==> src/rtl/analyzer_readback_if.sv <==
`default_nettype none
// ============================================================================
// analyzer_readback_if : burst read-request bus, sequencer to memory read port
// Revision 1.0
// ============================================================================
interface analyzer_readback_if #(
   parameter int SAMPLE_NUM_WIDTH = 32,
   parameter int BURST_LEN        = 4
);
   localparam int LEN_W = $clog2(BURST_LEN + 1);

   logic                        rd_req;
   logic                        rd_ack;
   logic [SAMPLE_NUM_WIDTH-1:0] rd_sample;
   logic [LEN_W-1:0]            rd_len;
   logic                        rd_resp;

   modport master (output rd_req, rd_sample, rd_len, input rd_ack, rd_resp);
   modport slave  (input rd_req, rd_sample, rd_len, output rd_ack, rd_resp);
endinterface
`default_nettype wire

==> src/rtl/analyzer_readback_sequencer.sv <==
`default_nettype none
// ============================================================================
// analyzer_readback_sequencer : walks the captured region of the circular trace
// buffer as credit-limited burst reads. Optional macro ANALYZER_READBACK_PERF_EN.
// Revision 1.0
// ============================================================================
module analyzer_readback_sequencer #(
   parameter int SAMPLE_NUM_WIDTH = 32,
   parameter int DEPTH            = 2**25,
   parameter int BURST_LEN        = 4,
   parameter int MAX_OUTSTANDING  = 8
) (
   input  wire                        clk,
   input  wire                        reset_n,
   input  wire                        idle,
   input  wire                        start,
   input  wire                        abort,
   input  wire                        buffer_full,
   input  wire [SAMPLE_NUM_WIDTH-1:0] sample_begin,
   input  wire [SAMPLE_NUM_WIDTH-1:0] sample_end,
   analyzer_readback_if.master        rd,
   output logic                       busy,
   output logic                       done,
   output logic                       aborted
`ifdef ANALYZER_READBACK_PERF_EN
   ,
   output logic [31:0]                stall_cycles,
   output logic [31:0]                req_count
`endif
);
   localparam int SW    = SAMPLE_NUM_WIDTH;
   localparam int WX    = SAMPLE_NUM_WIDTH + 1;
   localparam int LEN_W = $clog2(BURST_LEN + 1);
   localparam int OUT_W = $clog2(MAX_OUTSTANDING + 1);

   localparam logic [WX-1:0]    c_depth   = WX'(DEPTH);
   localparam logic [WX-1:0]    c_burst   = WX'(BURST_LEN);
   localparam logic [LEN_W-1:0] c_len_max = LEN_W'(BURST_LEN);
   localparam logic [OUT_W-1:0] c_max_out = OUT_W'(MAX_OUTSTANDING);

   localparam logic [2:0] c_st_idle  = 3'd0;
   localparam logic [2:0] c_st_load  = 3'd1;
   localparam logic [2:0] c_st_issue = 3'd2;
   localparam logic [2:0] c_st_drain = 3'd3;
   localparam logic [2:0] c_st_done  = 3'd4;

   logic [2:0]       r_state, w_state_nxt;
   logic [SW-1:0]    r_begin, r_end, r_cur;
   logic             r_full, r_aborted;
   logic [WX-1:0]    r_remaining;
   logic [OUT_W-1:0] r_outstanding;

   logic             w_start, w_credit, w_req, w_accept, w_resp_ok, w_last;
   logic [LEN_W-1:0] w_len;
   logic [WX-1:0]    w_load_rem, w_cur_sum;
   logic [SW-1:0]    w_cur_next;

   assign w_start   = start & idle;
   assign w_credit  = (r_outstanding < c_max_out);
   assign w_len     = (r_remaining >= c_burst) ? c_len_max : LEN_W'(r_remaining);
   assign w_last    = (r_remaining == WX'(w_len));
   assign w_accept  = w_req & rd.rd_ack;
   assign w_resp_ok = rd.rd_resp & (r_outstanding != '0);
   assign w_cur_sum = {1'b0, r_cur} + WX'(w_len);
   assign w_cur_next = (w_cur_sum >= c_depth) ? SW'(w_cur_sum - c_depth) : SW'(w_cur_sum);

   // Region length modulo DEPTH, evaluated one bit wider so end+DEPTH cannot overflow
   always_comb begin
      w_load_rem = '0;
      if (r_begin == r_end)
         w_load_rem = r_full ? c_depth : '0;
      else if (r_end > r_begin)
         w_load_rem = {1'b0, r_end} - {1'b0, r_begin};
      else
         w_load_rem = {1'b0, r_end} + c_depth - {1'b0, r_begin};
   end

   always_ff @(posedge clk or negedge reset_n) begin
      if (!reset_n)
         r_state <= c_st_idle;
      else
         r_state <= w_state_nxt;
   end

   always_comb begin
      w_state_nxt = r_state;
      case (r_state)
         c_st_idle:  if (w_start) w_state_nxt = c_st_load;
         c_st_load:  begin
            if (abort)                   w_state_nxt = c_st_drain;
            else if (w_load_rem != '0)   w_state_nxt = c_st_issue;
            else                         w_state_nxt = c_st_done;
         end
         c_st_issue: if (abort || (w_accept && w_last)) w_state_nxt = c_st_drain;
         c_st_drain: if (r_outstanding == '0) w_state_nxt = c_st_done;
         c_st_done:  if (w_start) w_state_nxt = c_st_load;
         default:    w_state_nxt = c_st_idle;
      endcase
   end

   // abort gates the request combinationally so an ack in that cycle is never taken
   always_comb begin
      w_req        = 1'b0;
      rd.rd_sample = '0;
      rd.rd_len    = '0;
      if (r_state == c_st_issue) begin
         w_req        = w_credit & ~abort;
         rd.rd_sample = r_cur;
         rd.rd_len    = w_len;
      end
      rd.rd_req = w_req;
      busy      = (r_state != c_st_idle) && (r_state != c_st_done);
      done      = (r_state == c_st_done);
      aborted   = r_aborted;
   end

   always_ff @(posedge clk or negedge reset_n) begin
      if (!reset_n) begin
         r_begin       <= '0;
         r_end         <= '0;
         r_full        <= 1'b0;
         r_cur         <= '0;
         r_remaining   <= '0;
         r_outstanding <= '0;
         r_aborted     <= 1'b0;
      end else begin
         if (((r_state == c_st_idle) || (r_state == c_st_done)) && w_start) begin
            r_begin   <= sample_begin;
            r_end     <= sample_end;
            r_full    <= buffer_full;
            r_aborted <= 1'b0;
         end
         if (r_state == c_st_load) begin
            r_cur       <= r_begin;
            r_remaining <= w_load_rem;
         end
         if (w_accept) begin
            r_cur       <= w_cur_next;
            r_remaining <= r_remaining - WX'(w_len);
         end
         if (((r_state == c_st_load) || (r_state == c_st_issue)) && abort)
            r_aborted <= 1'b1;
         case ({w_accept, w_resp_ok})
            2'b10:   r_outstanding <= r_outstanding + OUT_W'(1);
            2'b01:   r_outstanding <= r_outstanding - OUT_W'(1);
            default: r_outstanding <= r_outstanding;
         endcase
      end
   end

`ifdef ANALYZER_READBACK_PERF_EN
   logic [31:0] r_stall_cycles, r_req_count;
   logic        w_stall, w_perf_clr;

   assign w_stall    = (r_state == c_st_issue) && (w_req ? ~rd.rd_ack : ~w_credit);
   assign w_perf_clr = ((r_state == c_st_idle) || (r_state == c_st_done)) && w_start;

   always_ff @(posedge clk or negedge reset_n) begin
      if (!reset_n) begin
         r_stall_cycles <= '0;
         r_req_count    <= '0;
      end else if (w_perf_clr) begin
         r_stall_cycles <= '0;
         r_req_count    <= '0;
      end else begin
         if (w_stall && (r_stall_cycles != '1))
            r_stall_cycles <= r_stall_cycles + 32'd1;
         if (w_accept && (r_req_count != '1))
            r_req_count <= r_req_count + 32'd1;
      end
   end

   assign stall_cycles = r_stall_cycles;
   assign req_count    = r_req_count;
`endif

endmodule
`default_nettype wire

==> src/flat_wrapper.sv <==
// flat-port wrapper written by rule: the top's interface ports become plain ports
module analyzer_readback_sequencer_flat 
#(
   parameter int SAMPLE_NUM_WIDTH = 32,
   parameter int DEPTH            = 2**25,
   parameter int BURST_LEN        = 4,
   parameter int MAX_OUTSTANDING  = 8
)
  (clk, reset_n, idle, start, abort, buffer_full, sample_begin, sample_end, busy, done, aborted, rd_rd_req, rd_rd_sample, rd_rd_len, rd_rd_ack, rd_rd_resp);
  analyzer_readback_if #(.SAMPLE_NUM_WIDTH(SAMPLE_NUM_WIDTH), .BURST_LEN(BURST_LEN)) rd_i ();
  input  wire clk;
  input  wire reset_n;
  input  wire idle;
  input  wire start;
  input  wire abort;
  input  wire buffer_full;
  input  wire [SAMPLE_NUM_WIDTH-1:0] sample_begin;
  input  wire [SAMPLE_NUM_WIDTH-1:0] sample_end;
  output logic busy;
  output logic done;
  output logic aborted;
  output wire logic [$bits(rd_i.rd_req)-1:0] rd_rd_req;
  output wire logic [$bits(rd_i.rd_sample)-1:0] rd_rd_sample;
  output wire logic [$bits(rd_i.rd_len)-1:0] rd_rd_len;
  input wire logic [$bits(rd_i.rd_ack)-1:0] rd_rd_ack;
  input wire logic [$bits(rd_i.rd_resp)-1:0] rd_rd_resp;
  assign rd_rd_req = rd_i.rd_req;
  assign rd_rd_sample = rd_i.rd_sample;
  assign rd_rd_len = rd_i.rd_len;
  assign rd_i.rd_ack = rd_rd_ack;
  assign rd_i.rd_resp = rd_rd_resp;
  analyzer_readback_sequencer #(.SAMPLE_NUM_WIDTH(SAMPLE_NUM_WIDTH), .DEPTH(DEPTH), .BURST_LEN(BURST_LEN), .MAX_OUTSTANDING(MAX_OUTSTANDING)) u_core (.clk(clk), .reset_n(reset_n), .idle(idle), .start(start), .abort(abort), .buffer_full(buffer_full), .sample_begin(sample_begin), .sample_end(sample_end), .rd(rd_i), .busy(busy), .done(done), .aborted(aborted));
endmodule
==> config.mk <==
export PLATFORM = sky130hd
export DESIGN_NAME = analyzer_readback_sequencer_flat
export DESIGN_NICKNAME = d
export VERILOG_FILES = /design/src/rtl/analyzer_readback_if.sv /design/src/rtl/analyzer_readback_sequencer.sv /design/src/flat_wrapper.sv
export SDC_FILE = /design/constraint.sdc
export NUM_CORES = 1
export LEC_CHECK = 0
export CAP_MARGIN = 10
export CORE_MARGIN = 5
export CORE_UTILIZATION = 40
export CTS_CLUSTER_SIZE = 16
export DETAILED_ROUTE_END_ITERATION = 6
export DONT_BUFFER_PORTS = 1
export HOLD_SLACK_MARGIN = 0.02
export SYNTH_ARGS = -nofsm -noshare
export SYNTH_HDL_FRONTEND = slang
export SYNTH_SLANG_ARGS = --single-unit
==> constraint.sdc <==
create_clock -name clk -period 7.55 [get_ports clk]
set_input_delay 0.755 -clock clk [delete_from_list [all_inputs] [get_ports clk]]
set_output_delay 0.755 -clock clk [all_outputs]
set_load 0.05 [all_outputs]
==> results <==
- Port buffering added 0 buffers.
- At the later pin of the worst-skew pair, clock insertion delay measures 0.45 ns.
- Of all nets on the critical path, the largest fanout is 13.
- The achievable frequency is 200 MHz.
- The smallest clock period supported by the final layout is computed as 4.99 ns.
- The number of search-and-repair iterations in the first detailed-routing pass is 5.
- The synthesis warning total is 0.
- The minimum setup slack after placement is 2.61 ns.
- The floorplan step defined a core boundary enclosing 28,900 µm².
- The count of final setup violators is 0.
- The setup path with the least slack is of type reg -> reg.
- The sum of negative setup slack is 0 ns.
- The post-synthesis cell type count is 84.
- The pin count of the biggest net entering global routing is 139.
- The kind of capture point of the worst setup path is a register.
- The tool flagged a number of max-cap violations equal to 0.
- The cell family contributing the most delay on the critical path is simple AND/OR/NAND/NOR gates.
- The first global-routing pass estimated 59.1 mm of wire.
- The I/O pin total is 111.
- The cell at the slowest stage of the critical path is sky130_fd_sc_hd__nor4_4.
- Ranked by total cell area, the synthesized netlist is headed by sky130_fd_sc_hd__dfrtp_1 29%, sky130_fd_sc_hd__ha_1 7.6%, sky130_fd_sc_hd__nand2_1 5.7%.
- Measured along the x axis, the die boundary spans 181 µm.
- Walking the worst path, the cells encountered are nor4_1, nand4_1, nor4_4, and2_1, ha_1, fa_1, a21oi_1, nor2b_1, nand4_1, nor3_1, xor2_1, o31ai_1, xor2_1, a21o_1, a221o_1.
- The critical path crosses 15 cells after its start point.
- The average vias per placed instance is 5.94.
- The detailed router placed 10,700 vias in this run.
- The number of instances in the synthesized netlist is 1,433.
- The die height is 181 µm.
- Setup slack on the worst reg-to-reg path comes out at 2.56 ns.
- The number of antenna violations at the first check in global routing is 0.
- The number of inserted diodes is 0.
- The share of the synthesized area in the top cell type is 0.294.
- The sequential area share after synthesis is 0.294.
- The netlist area before placement is 11,800 µm².
- The largest stage delay on the critical path is 0.71 ns.
- The area added between synthesis and finish is 7.89%.
- Clock-pin slew was measured on the worst setup and hold paths at 0.08 ns.
- In this run the tightest slew margin relative to its limit is 0.334.
- The CTS tree is built.
- The total buffers and inverters traversed by the critical path is 0.
- The total congestion overflow is 0.
- Of all flip-flops after synthesis, the portion carrying an async set or reset was 1.00.
- The post-route clock period utilization is 0.661.
- The share of layout cells above drive strength 1 is 0.0517.
- The clock passes through at most 2 buffers.
- The net count of the finished layout is 1,574.
- The last element of the critical path is u_core.r_cur[26]$_DFFE_PN0P_.
- For the worst setup path, the data required time is 7.89 ns.
- The cell taking the most area after synthesis is sky130_fd_sc_hd__dfrtp_1.
- The commonest register cell after synthesis is sky130_fd_sc_hd__dfrtp_1.
- The worst register-to-register path ends at u_core.r_cur[26]$_DFFE_PN0P_.
- The number of synthesized flops with an enable pin is 0.
- For this run, design rule violations remaining after detail routing come to 0.
- The final wirelength is 37.1 mm.
- The worst reg-to-reg path cell count is 15.
- The H-tree was split into 4 levels.
- The count of fill cells added during filler insertion is 2,968.
- In the final routed layout, each cell accounts on average for 20.6 µm.
- At the end of routability-driven placement, the weighted congestion stood at 0.967.
- The design area is 12,700 µm².
- The root buffer selected by CTS is sky130_fd_sc_hd__clkbuf_16.
- The number of hold violations in the final report is 0.
- The register bit total from synthesis is 138.
- The synthesized net count is 1,609.
- On the final layout, the worst clock skew is 0.0117 ns.
- By count the netlist is led by 177 x sky130_fd_sc_hd__nand2_1, 138 x sky130_fd_sc_hd__dfrtp_1, 122 x sky130_fd_sc_hd__o21ai_0, 110 x sky130_fd_sc_hd__inv_1, 84 x sky130_fd_sc_hd__nor2_1.
- The floorplan step defined a die boundary enclosing 32,900 µm².
- In this run the cell area measured after placement is 12,100 µm².
- The wire-length estimate of the detail-placed layout is 28.6 mm.
- Setup repair after global routing left no endpoint under its margin.
- The startpoint type of the worst setup path is a register.
- In this run the worst hold path is classified as in -> async.
- The transition time at the pin with the least slew margin is 0.997 ns.
- The number of cell rows is 62.
- Averaged over all synthesized cells, the footprint is 8.20 µm².
- The startpoint of the most critical setup path is u_core.r_remaining[8]$_DFFE_PN0P_.
- The end-of-flow core utilization is 0.439.
- The number of global-route vias before repair was 10,500.
- The initial cell density of the core is 0.407.
- The number of max-slew violations in the final report is 0.
- The final antenna-violating net count is 0.
- The cell with the most instances after synthesis is sky130_fd_sc_hd__nand2_1.
- The launching point of the worst reg2reg path is u_core.r_remaining[8]$_DFFE_PN0P_.
- The total number of clock tree sinks is 138.
- STA puts the critical path data arrival time at 5.33 ns.
- The iteration-0 DRC count of the detailed router is 978.
- The worst setup slack after layout is 2.56 ns.
- The overall fraction of global-route tracks in use is 0.224.
- In this run, CTS created clock tree buffers numbering 17.
- The run finished with clean final reports.
## timing repair
item,4_1_cts,5_1_grt
gates resized for setup,0,0
hold endpoints to repair,138,0
hold buffers,1,0
setup buffers,0,0
## area by class of cell
class	count	area (µm²)	share of cell area
well taps	384	480	0.0379
inverters	111	417	0.0329
clock inverters	14	150	0.0118
clock buffers	18	429	0.0338
repair buffers	8	80.1	0.00632
multi-input cells	1122	7670	0.605
flip-flops and latches	138	3450	0.272
## registers in the layout, summed over array words and instances (netlist names)
register,count
u_core.r_cur,32
u_core.r_full,1
u_core.r_outstanding,4
u_core.r_end,32
u_core.aborted,1
u_core.r_remaining,33
u_core.r_state,3
u_core.r_begin,32
## metrics by stage
step | std cells | hold WS [ns]
floorplan | 1433 | 0.459
global placement | 1762 | 0.463
detailed placement | 1762 | 0.465
CTS | 1795 | 0.350
global route | 1795 | 0.385
finish | 1795 | 0.314
## worst min path at each step
| stage | startpoint | to | slack [ns] | cells after the start |
|---|---|---|---|---|
| after floorplan | reset_n | u_core.aborted$_DFFE_PN0P_ | 0.46 | 0 |
| after global placement | reset_n | u_core.r_end[6]$_DFFE_PN0P_ | 0.46 | 0 |
| after detailed placement | reset_n | u_core.r_end[6]$_DFFE_PN0P_ | 0.46 | 0 |
| after CTS | reset_n | u_core.r_end[10]$_DFFE_PN0P_ | 0.35 | 1 |
| after global routing | reset_n | u_core.r_end[7]$_DFFE_PN0P_ | 0.38 | 1 |
| final | reset_n | u_core.r_end[15]$_DFFE_PN0P_ | 0.31 | 1 |
## per-layer routing
metal,vias up,track usage,share of wire
met2,349,0.342,0.45
met1,5160,0.323,0.47
met5,-,0,0
met4,0,0.0696,0.022
li1,5093,-,-
met3,56,0.0434,0.058
## placed cells by master, fill, tap and decap left out, drive strengths merged, types with 7 or more instances in the layout
cell type,synthesis,final
a221o,8,8
xor2,25,25
nand3,56,56
o211ai,23,23
nor3b,7,7
clkbuf,50,18
mux2i,9,9
and3,15,15
o21a,8,8
fa,33,33
nand4,17,17
a21oi,70,70
nand3b,8,8
o31ai,9,9
o311ai,13,13
dfrtp,138,138
nor3,35,35
o21bai,7,7
nand2,177,177
o221ai,12,12
o22ai,7,7
inv,111,121
a22oi,11,11
o21ai,130,130
xnor2,34,34
nand2b,16,16
nor4,21,21
mux2,19,19
nor2b,11,11
a21o,12,12
and2,44,44
or3,15,15
a31oi,22,22
ha,71,71
or4,12,12
a211oi,11,11
buf,12,8
nor2,84,84
## kinds of logic after synthesis
kind of cell,Yosys count,share of synthesized area
AND/OR/NAND/NOR,534,0.229
multiplexers,28,0.0259
AO/OA/AOI/OAI,396,0.220
XOR/XNOR,59,0.0440
other,1,0.000319
flip-flops,138,0.294
adder cells (fa/ha/maj),104,0.132
buffers and inverters,173,0.0558
Power is not shown: default switching activity piles up to over one toggle a cycle in this logic, so the estimate is an artifact.
